`src/rtl/riscv_pkg.sv`:
```
// Shared definitions for the RISC-V core pipeline.
// Fetch FSM states, XLEN and the canonical NOP encoding.
package riscv_pkg;

    localparam int XLEN = 32;
    localparam logic [XLEN-1:0] NOP_INSTR = 32'h0000_0013;

    typedef enum logic [1:0] {
        F_INIT,
        F_FETCH,
        F_DROP
    } fetch_state_t;

endpackage

```
`src/rtl/fetch_skid_buf.sv`:
```
// One-entry skid buffer holding a fetched instruction and its PC
// while IF/ID is stalled.
module fetch_skid_buf
    import riscv_pkg::*;
(
    input  logic            clk,
    input  logic            rst_n,
    input  logic            push,
    input  logic            pop,
    input  logic            clear,
    input  logic [XLEN-1:0] push_instr,
    input  logic [XLEN-1:0] push_pc,
    output logic            full,
    output logic [XLEN-1:0] instr,
    output logic [XLEN-1:0] pc
);

    always_ff @(posedge clk) begin
        if (!rst_n || clear) begin
            full  <= 1'b0;
            instr <= NOP_INSTR;
            pc    <= '0;
        end else if (push) begin
            full  <= 1'b1;
            instr <= push_instr;
            pc    <= push_pc;
        end else if (pop) begin
            full  <= 1'b0;
        end
    end

endmodule

```
`src/rtl/fetch_stage.sv`:
```
// Instruction fetch stage: PC sequencing, redirects, imem handshake,
// IF/ID pipeline register and interrupt return PC.
module fetch_stage
    import riscv_pkg::*;
#(
    parameter logic [31:0] RESET_PC = 32'h0000_0000,
    parameter logic [31:0] TRAP_VEC = 32'h0000_0100
) (
    input  logic        clk,
    input  logic        rst_n,
    input  logic        stall_IF,
    input  logic        stall_IF_ID,
    input  logic        flush_IF_ID,
    input  logic        pc_next_sel,
    input  logic [31:0] pc_target,
    input  logic        interrupt_en,
    input  logic        mret_ID,
    output logic        imem_req,
    output logic [31:0] imem_addr,
    input  logic        imem_ready,
    input  logic [31:0] imem_rdata,
    output logic [31:0] instr_ID,
    output logic [31:0] pc_ID,
    output logic [31:0] pc_plus4_ID,
    output logic        valid_ID,
    output logic [31:0] epc
);

    fetch_state_t    state, state_nxt;
    logic [XLEN-1:0] pc;
    logic [XLEN-1:0] drop_addr;
    logic [XLEN-1:0] redir_pc;
    logic            redirect;
    logic            accept;
    logic            keep;
    logic            skid_full;
    logic            skid_push;
    logic            skid_pop;
    logic [XLEN-1:0] skid_instr;
    logic [XLEN-1:0] skid_pc;

    always_comb begin
        redirect = interrupt_en | pc_next_sel | mret_ID;
        redir_pc = pc + 32'd4;
        priority case (1'b1)
            interrupt_en: redir_pc = TRAP_VEC;
            pc_next_sel:  redir_pc = pc_target;
            mret_ID:      redir_pc = epc;
            default:      redir_pc = pc + 32'd4;
        endcase
    end

    // In F_DROP the abandoned request stays on the bus until it completes.
    assign imem_req  = (state != F_INIT) && !skid_full;
    assign imem_addr = (state == F_DROP) ? drop_addr : pc;
    assign accept    = (state == F_FETCH) && imem_req && imem_ready;
    assign keep      = accept && !redirect && !stall_IF;

    assign skid_push = keep && stall_IF_ID && !flush_IF_ID;
    assign skid_pop  = skid_full && !stall_IF_ID && !flush_IF_ID;

    always_comb begin
        state_nxt = state;
        unique case (state)
            F_INIT:  state_nxt = F_FETCH;
            F_FETCH: if (redirect && imem_req && !imem_ready)
                         state_nxt = F_DROP;
            F_DROP:  if (imem_ready)
                         state_nxt = F_FETCH;
            default: state_nxt = F_INIT;
        endcase
    end

    always_ff @(posedge clk) begin
        if (!rst_n) begin
            state     <= F_INIT;
            pc        <= RESET_PC;
            drop_addr <= '0;
        end else begin
            state <= state_nxt;
            if (redirect)
                pc <= redir_pc;
            else if (keep)
                pc <= pc + 32'd4;
            if (state == F_FETCH && state_nxt == F_DROP)
                drop_addr <= pc;
        end
    end

    always_ff @(posedge clk) begin
        if (!rst_n) begin
            epc <= '0;
        end else if (interrupt_en) begin
            epc <= valid_ID ? pc_ID : pc;
        end
    end

    always_ff @(posedge clk) begin
        if (!rst_n || flush_IF_ID) begin
            valid_ID <= 1'b0;
            instr_ID <= NOP_INSTR;
            if (!rst_n) begin
                pc_ID       <= '0;
                pc_plus4_ID <= '0;
            end
        end else if (!stall_IF_ID) begin
            if (skid_full) begin
                valid_ID    <= 1'b1;
                instr_ID    <= skid_instr;
                pc_ID       <= skid_pc;
                pc_plus4_ID <= skid_pc + 32'd4;
            end else if (keep) begin
                valid_ID    <= 1'b1;
                instr_ID    <= imem_rdata;
                pc_ID       <= pc;
                pc_plus4_ID <= pc + 32'd4;
            end else begin
                valid_ID <= 1'b0;
                instr_ID <= NOP_INSTR;
            end
        end
    end

    fetch_skid_buf u_skid (
        .clk        (clk),
        .rst_n      (rst_n),
        .push       (skid_push),
        .pop        (skid_pop),
        .clear      (flush_IF_ID),
        .push_instr (imem_rdata),
        .push_pc    (pc),
        .full       (skid_full),
        .instr      (skid_instr),
        .pc         (skid_pc)
    );

endmodule

```
`config.mk`:
```
export PLATFORM = sky130hd
export DESIGN_NAME = fetch_stage
export DESIGN_NICKNAME = d
export VERILOG_FILES = /design/src/rtl/riscv_pkg.sv /design/src/rtl/fetch_skid_buf.sv /design/src/rtl/fetch_stage.sv
export SDC_FILE = /design/constraint.sdc
export NUM_CORES = 1
export LEC_CHECK = 0
export ABC_AREA = 1
export ABC_CLOCK_PERIOD_IN_PS = 10000
export CAP_MARGIN = 20
export CORE_ASPECT_RATIO = 0.9
export CORE_MARGIN = 4
export CORE_UTILIZATION = 53
export CTS_BUF_LIST = sky130_fd_sc_hd__clkbuf_16
export DETAILED_ROUTE_END_ITERATION = 16
export PLACE_DENSITY = 0.81
export REMOVE_ABC_BUFFERS = 1
export SYNTH_ARGS = -nofsm -noshare
export SYNTH_HDL_FRONTEND = slang
export SYNTH_SLANG_ARGS = --single-unit
```
`constraint.sdc`:
```
create_clock -name clk -period 10 [get_ports clk]
set_input_delay 2 -clock clk [delete_from_list [all_inputs] [get_ports clk]]
set_output_delay 2 -clock clk [all_outputs]
set_load 0.02 [all_outputs]
```
==> results.md, run 1 <==
- PD cells: around 150 nW/um2
- Synthesized flop and latch total: around 260
- Clock buffer depth: 3
- Number of hold-repair buffers added at the cts stage: 0
- HPWL after DPL: between 20 and 30 mm
- Capturing point of the worst reg2reg path: u_skid.pc[19]
- Hold Crit Depth: 2
- Crit-path max FO: 64
- Placeable Area: about 24000 um2
- CTS buffer count: 27
- Fillers: 2014
- CTS tree: built
- Initial Util: 0.5450
- Slew Limit Fails: 0
- Relative max-transition margin: 0.3083
- Vias in the first global route: between 10000 and 15000
- Min-Delay Endpoint: instr_ID[4]
- Io pins: approximately 240
- Multiplexer area fraction after synthesis: 0
- Crit path launch type: input pin
- Die Ht: approximately 160 um
- Critical path class: input pin to register
- Critical Path AT: 5.39 ns
- Die Area: between 20000 and 30000 um2
- H-tree levels: 1
- R2R depth: 8
- Syn Area/Cell: ~7.6 um2
- DR iter-0 viols: 1469
- Grt peak-use layer: met2
- Row count: between 50 and 60
- Post-Synth XOR/XNOR Area: 0.02519
- Status: finished clean
- Synth Warn #: 0
- Min Tclk post-route: around 5 ns
- Ys flop type: dfxtp_1
- Share of cells above drive strength 1: 0.05570
- Fmax: 0.1997 GHz
- Area grow syn2layout: 24.39%
- Critical Path RT: 10.38 ns
- Post-synth EDFFs: slightly above 60
- Critical Path End Type: register
- Final setup viols: 0
- Largest net degree at the start of global routing: between 100 and 150
- Reg-to-Reg Start: u_skid.full
- Compound-Gate Fraction of Synth Area: 0.2442
- Root Driver: clkbuf_16
- Global-route wire length before repair: 67.12 mm
- DIE WIDTH: ~170 um
- NumNets Final: about 1900
- R2R setup slack: 6.42 ns
- Via count: roughly 13000
- Final setup TNS: 0 ns
- Per-cell routed wire length: ~20 um
- Initial antenna violation count: 0
- Synth Area in Adders: 0.001945
- Register area share after synthesis: 0.4497
- Syn Std Cell Area: 12870 um2
- Final Hold Fails: 0
- Number of remaining DRC errors: 0
- Clock-pin slew on the worst setup and hold paths: around 0.06 ns
- Final core utilization: 0.6779
- Cell taking the most area after synthesis: dfxtp_1
- Multi-input gate area: between 6000 and 7000 um2
- Drt total wl: 43.00 mm
- Worst VDD drop: ~0.12 mV
- Met2 Use GR: 0.4839
- Post-Synth Simple-Gate Area: 0.1949
- # Max-Cap Violations: 0
- Synth unique cells: 42
- Crit path launch: pc_next_sel
- Lkg Pwr: between 5 and 6 nW
- Share of the synthesized area in the top cell type: 0.3050
- Final period utilization: 0.5006
- # Post-CTS Setup Buffers: 0
- M3 GR Usage: 0.06714
- Tot GR Track Use: 0.3089
- Hold path start: instr_ID[4]
- I/O Buffers: around 230
- Least-Margin Pin Slew: roughly 1.0 ns
- DR pass1 iterations: 6
- Synth async-reset ratio: 0
- RSZ-0062 raised after global routing: false
- Met1 GRT Util: 0.4322
- Final ANT Viol Nets: 0
- Overflow after GRT: 0
- Top post-synthesis cells by area: dfxtp_1 30%, edfxtp_1 14%, nand2_1 9.1%, o21ai_0 8.2%, a21oi_1 7.7%
- Post-CTS sizing: 0
- RD Place Congestion: roughly 1
- Clock skew: around 0.016 ns
- Clock latency on the worst-skew pair: between 0.5 and 0.6 ns
- Largest family of logic cells by synthesized area: compound AO/OA/AOI/OAI gates
- Hold Path Class: register to register
- Vias per cell: roughly 6
- Clk sink count: around 260
- FF+latch area: between 5000 and 6000 um2
- Cells after Synth: ~1700
-- synthesized netlist by cell type, types with 2 or more instances --
| master | number |
|---|---|
| a211oi_1 | 3 |
| a21o_1 | 2 |
| a21oi_1 | 197 |
| a221oi_1 | 7 |
| a221oi_2 | 20 |
| a31oi_1 | 7 |
| buf_1 | 19 |
| buf_2 | 25 |
| buf_4 | 12 |
| buf_8 | 2 |
| clkbuf_1 | 62 |
| clkbuf_2 | 2 |
| clkinv_1 | 4 |
| dfxtp_1 | 196 |
| edfxtp_1 | 62 |
| ha_1 | 2 |
| inv_1 | 123 |
| inv_2 | 8 |
| nand2_1 | 311 |
| nand2_2 | 4 |
| nand3_1 | 67 |
| nand3b_1 | 2 |
| nand4_1 | 10 |
| nor2_1 | 137 |
| nor2_2 | 5 |
| nor2_4 | 4 |
| nor3_1 | 51 |
| nor3b_1 | 2 |
| o2111ai_1 | 2 |
| o211ai_1 | 77 |
| o21ai_0 | 211 |
| o21ai_1 | 4 |
| o22ai_1 | 4 |
| xor2_1 | 36 |
-- cell type report --
| class | count | share of cell area |
|---|---|---|
| clock buffers | 27 | 0.04222 |
| well taps | 302 | 0.02361 |
| inverters | 136 | 0.03198 |
| diodes | 1 | 0.0001564 |
| multi-input cells | 1171 | 0.3763 |
| clock inverters | 22 | 0.009303 |
| flip-flops and latches | 258 | 0.3618 |
| repair buffers | 253 | 0.1546 |
-- power breakdown --
part	total [W]	switching, W	leakage [nW]	internal, W
Combinational	0.000308	0.000185	3.08	0.000123
Clock	0.000954	0.000414	0.435	0.000539
Sequential	0.00114	0.0000332	2.24	0.00111
Total	0.00240	0.000632	5.75	0.00177
-- sequential cells by signal, indices dropped and copies added, names as in the netlist --
name          cells
u_skid.full       1
epc              32
pc_ID            30
valid_ID          1
u_skid.pc        32
drop_addr        32
pc               32
instr_ID         32
state             2
pc_plus4_ID      32
u_skid.instr     32
-- placed cells by master (no fill, tap or decap), types with 2 or more instances in the layout --
cell type	instances
a221oi_1	7
a31oi_1	7
o22ai_1	4
buf_2	2
dfxtp_1	194
o21ai_1	4
o21ai_0	210
a211oi_1	3
inv_1	131
xor2_1	36
inv_2	8
nand2_1	311
nand3b_1	2
bufinv_16	2
ha_1	2
a21o_1	2
o211ai_1	77
nor2_2	4
a21oi_1	197
o2111ai_1	2
nand4_1	10
nand3_1	67
nor2_4	6
nor3b_1	2
clkinv_1	11
a221oi_2	20
clkinv_2	4
nor3_1	51
nor2_1	136
nand2_2	4
clkdlybuf4s50_1	232
clkbuf_16	27
edfxtp_1	62
buf_4	19
-- how the worst max path moves through the flow --
stage	slack (ns)	to	depth (start not counted)
floorplan	2.09	pc_ID[10]	5
global placement	4.72	drop_addr[20]	10
CTS	5.03	drop_addr[17]	10
finish	4.99	drop_addr[17]	10
detailed placement	4.54	drop_addr[13]	10
global route	4.73	drop_addr[17]	10
-- cells by family after synthesis --
group	count (synthesis)
AND/OR/NAND/NOR	596
buffers and inverters	259
flip-flops	258
AO/OA/AOI/OAI	536
adder cells (fa/ha/maj)	2
XOR/XNOR	37
-- critical path, stage by stage --
cell	delay [ns]
clkdlybuf4s50_1	0.41
buf_4	0.26
inv_2	0.60
nand2_2	0.24
inv_2	0.42
nor3_2	0.09
nand3_1	0.13
clkinv_2	0.66
o21ai_0	0.47
a21oi_1	0.07
-- metrics by stage --
| step | std cells | hold slack, ns | power, W | worst slack (ns) | cell area [um2] |
|---|---|---|---|---|---|
| 2_1_floorplan | 1565 | 0.4534 | 0.001303 | 2.092 | 12300 |
| 3_3_place_gp | 2120 | 0.4551 | 0.001460 | 4.720 | 15180 |
| 3_5_place_dp | 2120 | 0.4660 | 0.001466 | 4.536 | 15180 |
| 4_1_cts | 2169 | 0.4799 | 0.002407 | 5.032 | 16000 |
| 5_1_grt | 2169 | 0.5083 | 0.002477 | 4.734 | 16000 |
| 6_report | 2170 | 0.4808 | 0.002403 | 4.994 | 16000 |
-- layer usage --
metal  part of all wire  vias up
met1               0.42     6030
met2               0.44      807
met5                  0        -
met3               0.11       98
met4              0.030        0
li1                   -     6083
No activity file was read; power rests on OpenSTA's default activity.
==> inputs of run 2 (changes only) <==
--- a/config.mk
+++ b/config.mk
@@ -6,14 +6,14 @@
 export NUM_CORES = 1
 export LEC_CHECK = 0
 export ABC_AREA = 1
-export ABC_CLOCK_PERIOD_IN_PS = 10000
+export ABC_CLOCK_PERIOD_IN_PS = 4019
 export CAP_MARGIN = 20
 export CORE_ASPECT_RATIO = 0.9
 export CORE_MARGIN = 4
-export CORE_UTILIZATION = 53
+export CORE_UTILIZATION = 48
 export CTS_BUF_LIST = sky130_fd_sc_hd__clkbuf_16
 export DETAILED_ROUTE_END_ITERATION = 16
-export PLACE_DENSITY = 0.81
+export PLACE_DENSITY = 0.77
 export REMOVE_ABC_BUFFERS = 1
 export SYNTH_ARGS = -nofsm -noshare
 export SYNTH_HDL_FRONTEND = slang
==> constraint.sdc (replaced) <==
create_clock -name clk -period 4.02 [get_ports clk]
set_input_delay 0.804 -clock clk [delete_from_list [all_inputs] [get_ports clk]]
set_output_delay 0.804 -clock clk [all_outputs]
set_load 0.02 [all_outputs]
==> results.md, run 2 (same netlist as run 1, synthesis figures left out) <==
- Status: finished clean
- Least-Margin Pin Slew: 0.9843 ns (-0.05335 ns)
- Number of hold-repair buffers added at the cts stage: 0 (unchanged)
- Row count: 56 (+5.7%)
- Post-CTS sizing: 0 (unchanged)
- Final setup TNS: 0 ns (unchanged)
- CTS tree: built
- Initial Util: 0.4910 (-0.05402)
- Design Power: 0.006096 W (+150%)
- Via count: 13190 (+1.3%)
- Area grow syn2layout: 25.94%
- Fillers: 2325 (+15%)
- Global-route wire length before repair: 70.64 mm (+5.2%)
- CP cell instances: inv_1 > nor2_4 > buf_12 > nand2_1 > o21ai_0 > clkdlybuf4s50_1
- CTS buffer count: 26 (-3.7%)
- Initial antenna violation count: 0 (unchanged)
- R2R setup slack: 1.01 ns (-5.41 ns)
- PD cells: 376.2 nW/um2 (+150%)
- HPWL after DPL: 30.89 mm (+7.6%)
- Most common cell after layout, fill and taps aside: nand2_1
- Antenna cells: 0 (-1)
- Clock skew: 0.01561 ns (-0.0005049 ns)
- RD Place Congestion: 1.005 (+0.75%)
- # Post-CTS Setup Buffers: 0 (unchanged)
- Critical Path RT: 3.22 ns (-7.16 ns)
- NumNets Final: 1932 (+0.52%)
- Drt total wl: 45.37 mm (+5.5%)
- Critical Path AT: 2.76 ns (-2.63 ns)
- Lkg Pwr: 5.826 nW (+1.3%)
- Root Driver: clkbuf_16
- Crit path launch type: register
- RSZ-0062 raised after global routing: false
- Crit-path max FO: 41 (-36%)
- Die Ht: 163.3 um (+4.8%)
- Worst VDD drop: 0.2839 mV (+140%)
- Overflow after GRT: 0 (unchanged)
- Final period utilization: 0.8871
- Slowest stage delay, CP: 0.65 ns (about the same)
- # Max-Cap Violations: 0 (unchanged)
- Hold Path Class: register to register
- Share of cells above drive strength 1: 0.06340 (+0.007695)
- Min Tclk post-route: 3.566 ns
- Final setup viols: 0 (unchanged)
- Clock-pin slew on the worst setup and hold paths: 0.07 ns (about the same)
- Io pins: 235 (unchanged)
- Slew Limit Fails: 0 (unchanged)
- Final core utilization: 0.6183 (-0.05960)
- Setup WS post-layout: 0.4538 ns (-4.540 ns)
- Most frequent cells in the layout: 311 x nand2_1, 232 x clkdlybuf4s50_1, 210 x o21ai_0
- Placeable Area: 26210 um2 (+11%)
- DR iter-0 viols: 1462 (-0.48%)
- DIE WIDTH: 180.6 um (+4.8%)
- Vias per cell: 5.927 (-1.2%)
- DR pass1 iterations: 6 (unchanged)
- Per-cell routed wire length: 20.39 um (+2.9%)
- Final Hold Fails: 0 (unchanged)
- Clk sink count: 258 (unchanged)
- Die Area: 29490 um2 (+9.9%)
- Relative max-transition margin: 0.3438 (+0.03556)
- Clock buffer depth: 3 (unchanged)
- Critical path class: register to output port
- I/O Buffers: 234 (unchanged)
- Fmax: 0.2804 GHz
- Vias in the first global route: 12470 (+0.33%)
- Tot GR Track Use: 0.2945 (-0.01442)
- Final ANT Viol Nets: 0 (unchanged)
- H-tree levels: 1 (unchanged)
- Critical Path End Type: output port
- Number of remaining DRC errors: 0 (unchanged)
- Largest net degree at the start of global routing: 105 (unchanged)
- Clock latency on the worst-skew pair: 0.54 ns (about the same)
- Place WS: 0.7510 ns (-3.785 ns)
- Slowest CP cell: clkdlybuf4s50_1
-- run 2: cell type report --
class	count	area (um2)	area share
tap	348	435.4	0.02687
timing repair buffer	264	2570	0.1586
clock inverter	19	147.6	0.009112
clock buffer	29	725.7	0.04479
inverter	136	511.7	0.03158
sequential	258	5791	0.3574
multi-input combinational	1171	6022	0.3717
-- run 2: power breakdown --
| part | internal (W) | switching [W] | total, W |
|---|---|---|---|
| registers | 0.00276 | 0.0000825 | 0.00284 |
| logic | 0.000313 | 0.000471 | 0.000784 |
| clock network | 0.00142 | 0.00105 | 0.00247 |
-- run 2: worst paths after layout --
path	from	endpoint	cells after the start
max	state[1]	imem_addr[8]	6
min	instr_ID[1]	instr_ID[1]	2
max reg2reg	u_skid.full	drop_addr[4]	7
min reg2reg	instr_ID[1]	instr_ID[1]	2
-- run 2: through the flow --
step                cells  area [um2]  hold slack (ns)
floorplan            1565       12300           0.4534
global placement     2177       15330           0.4598
detailed placement   2177       15330           0.4621
CTS                  2225       16200           0.4833
global route         2225       16200           0.4978
finish               2225       16200           0.4831
-- run 2: worst max-delay path, delay by kind of cell (launching register included) --
family	cells	cell delay, ns
buffers and inverters	3	1.07
flip-flops	1	0.45
AO/OA/AOI/OAI	1	0.10
AND/OR/NAND/NOR	2	0.57
-- run 2: per-layer routing --
layer  vias up  GRT usage  wire length [um]
met2       739     0.4672             20180
li1       6118          -                 -
met5         -          0                 0
met3       102    0.06591              4712
met1      6229     0.4083             19130
met4         0    0.08282              1345
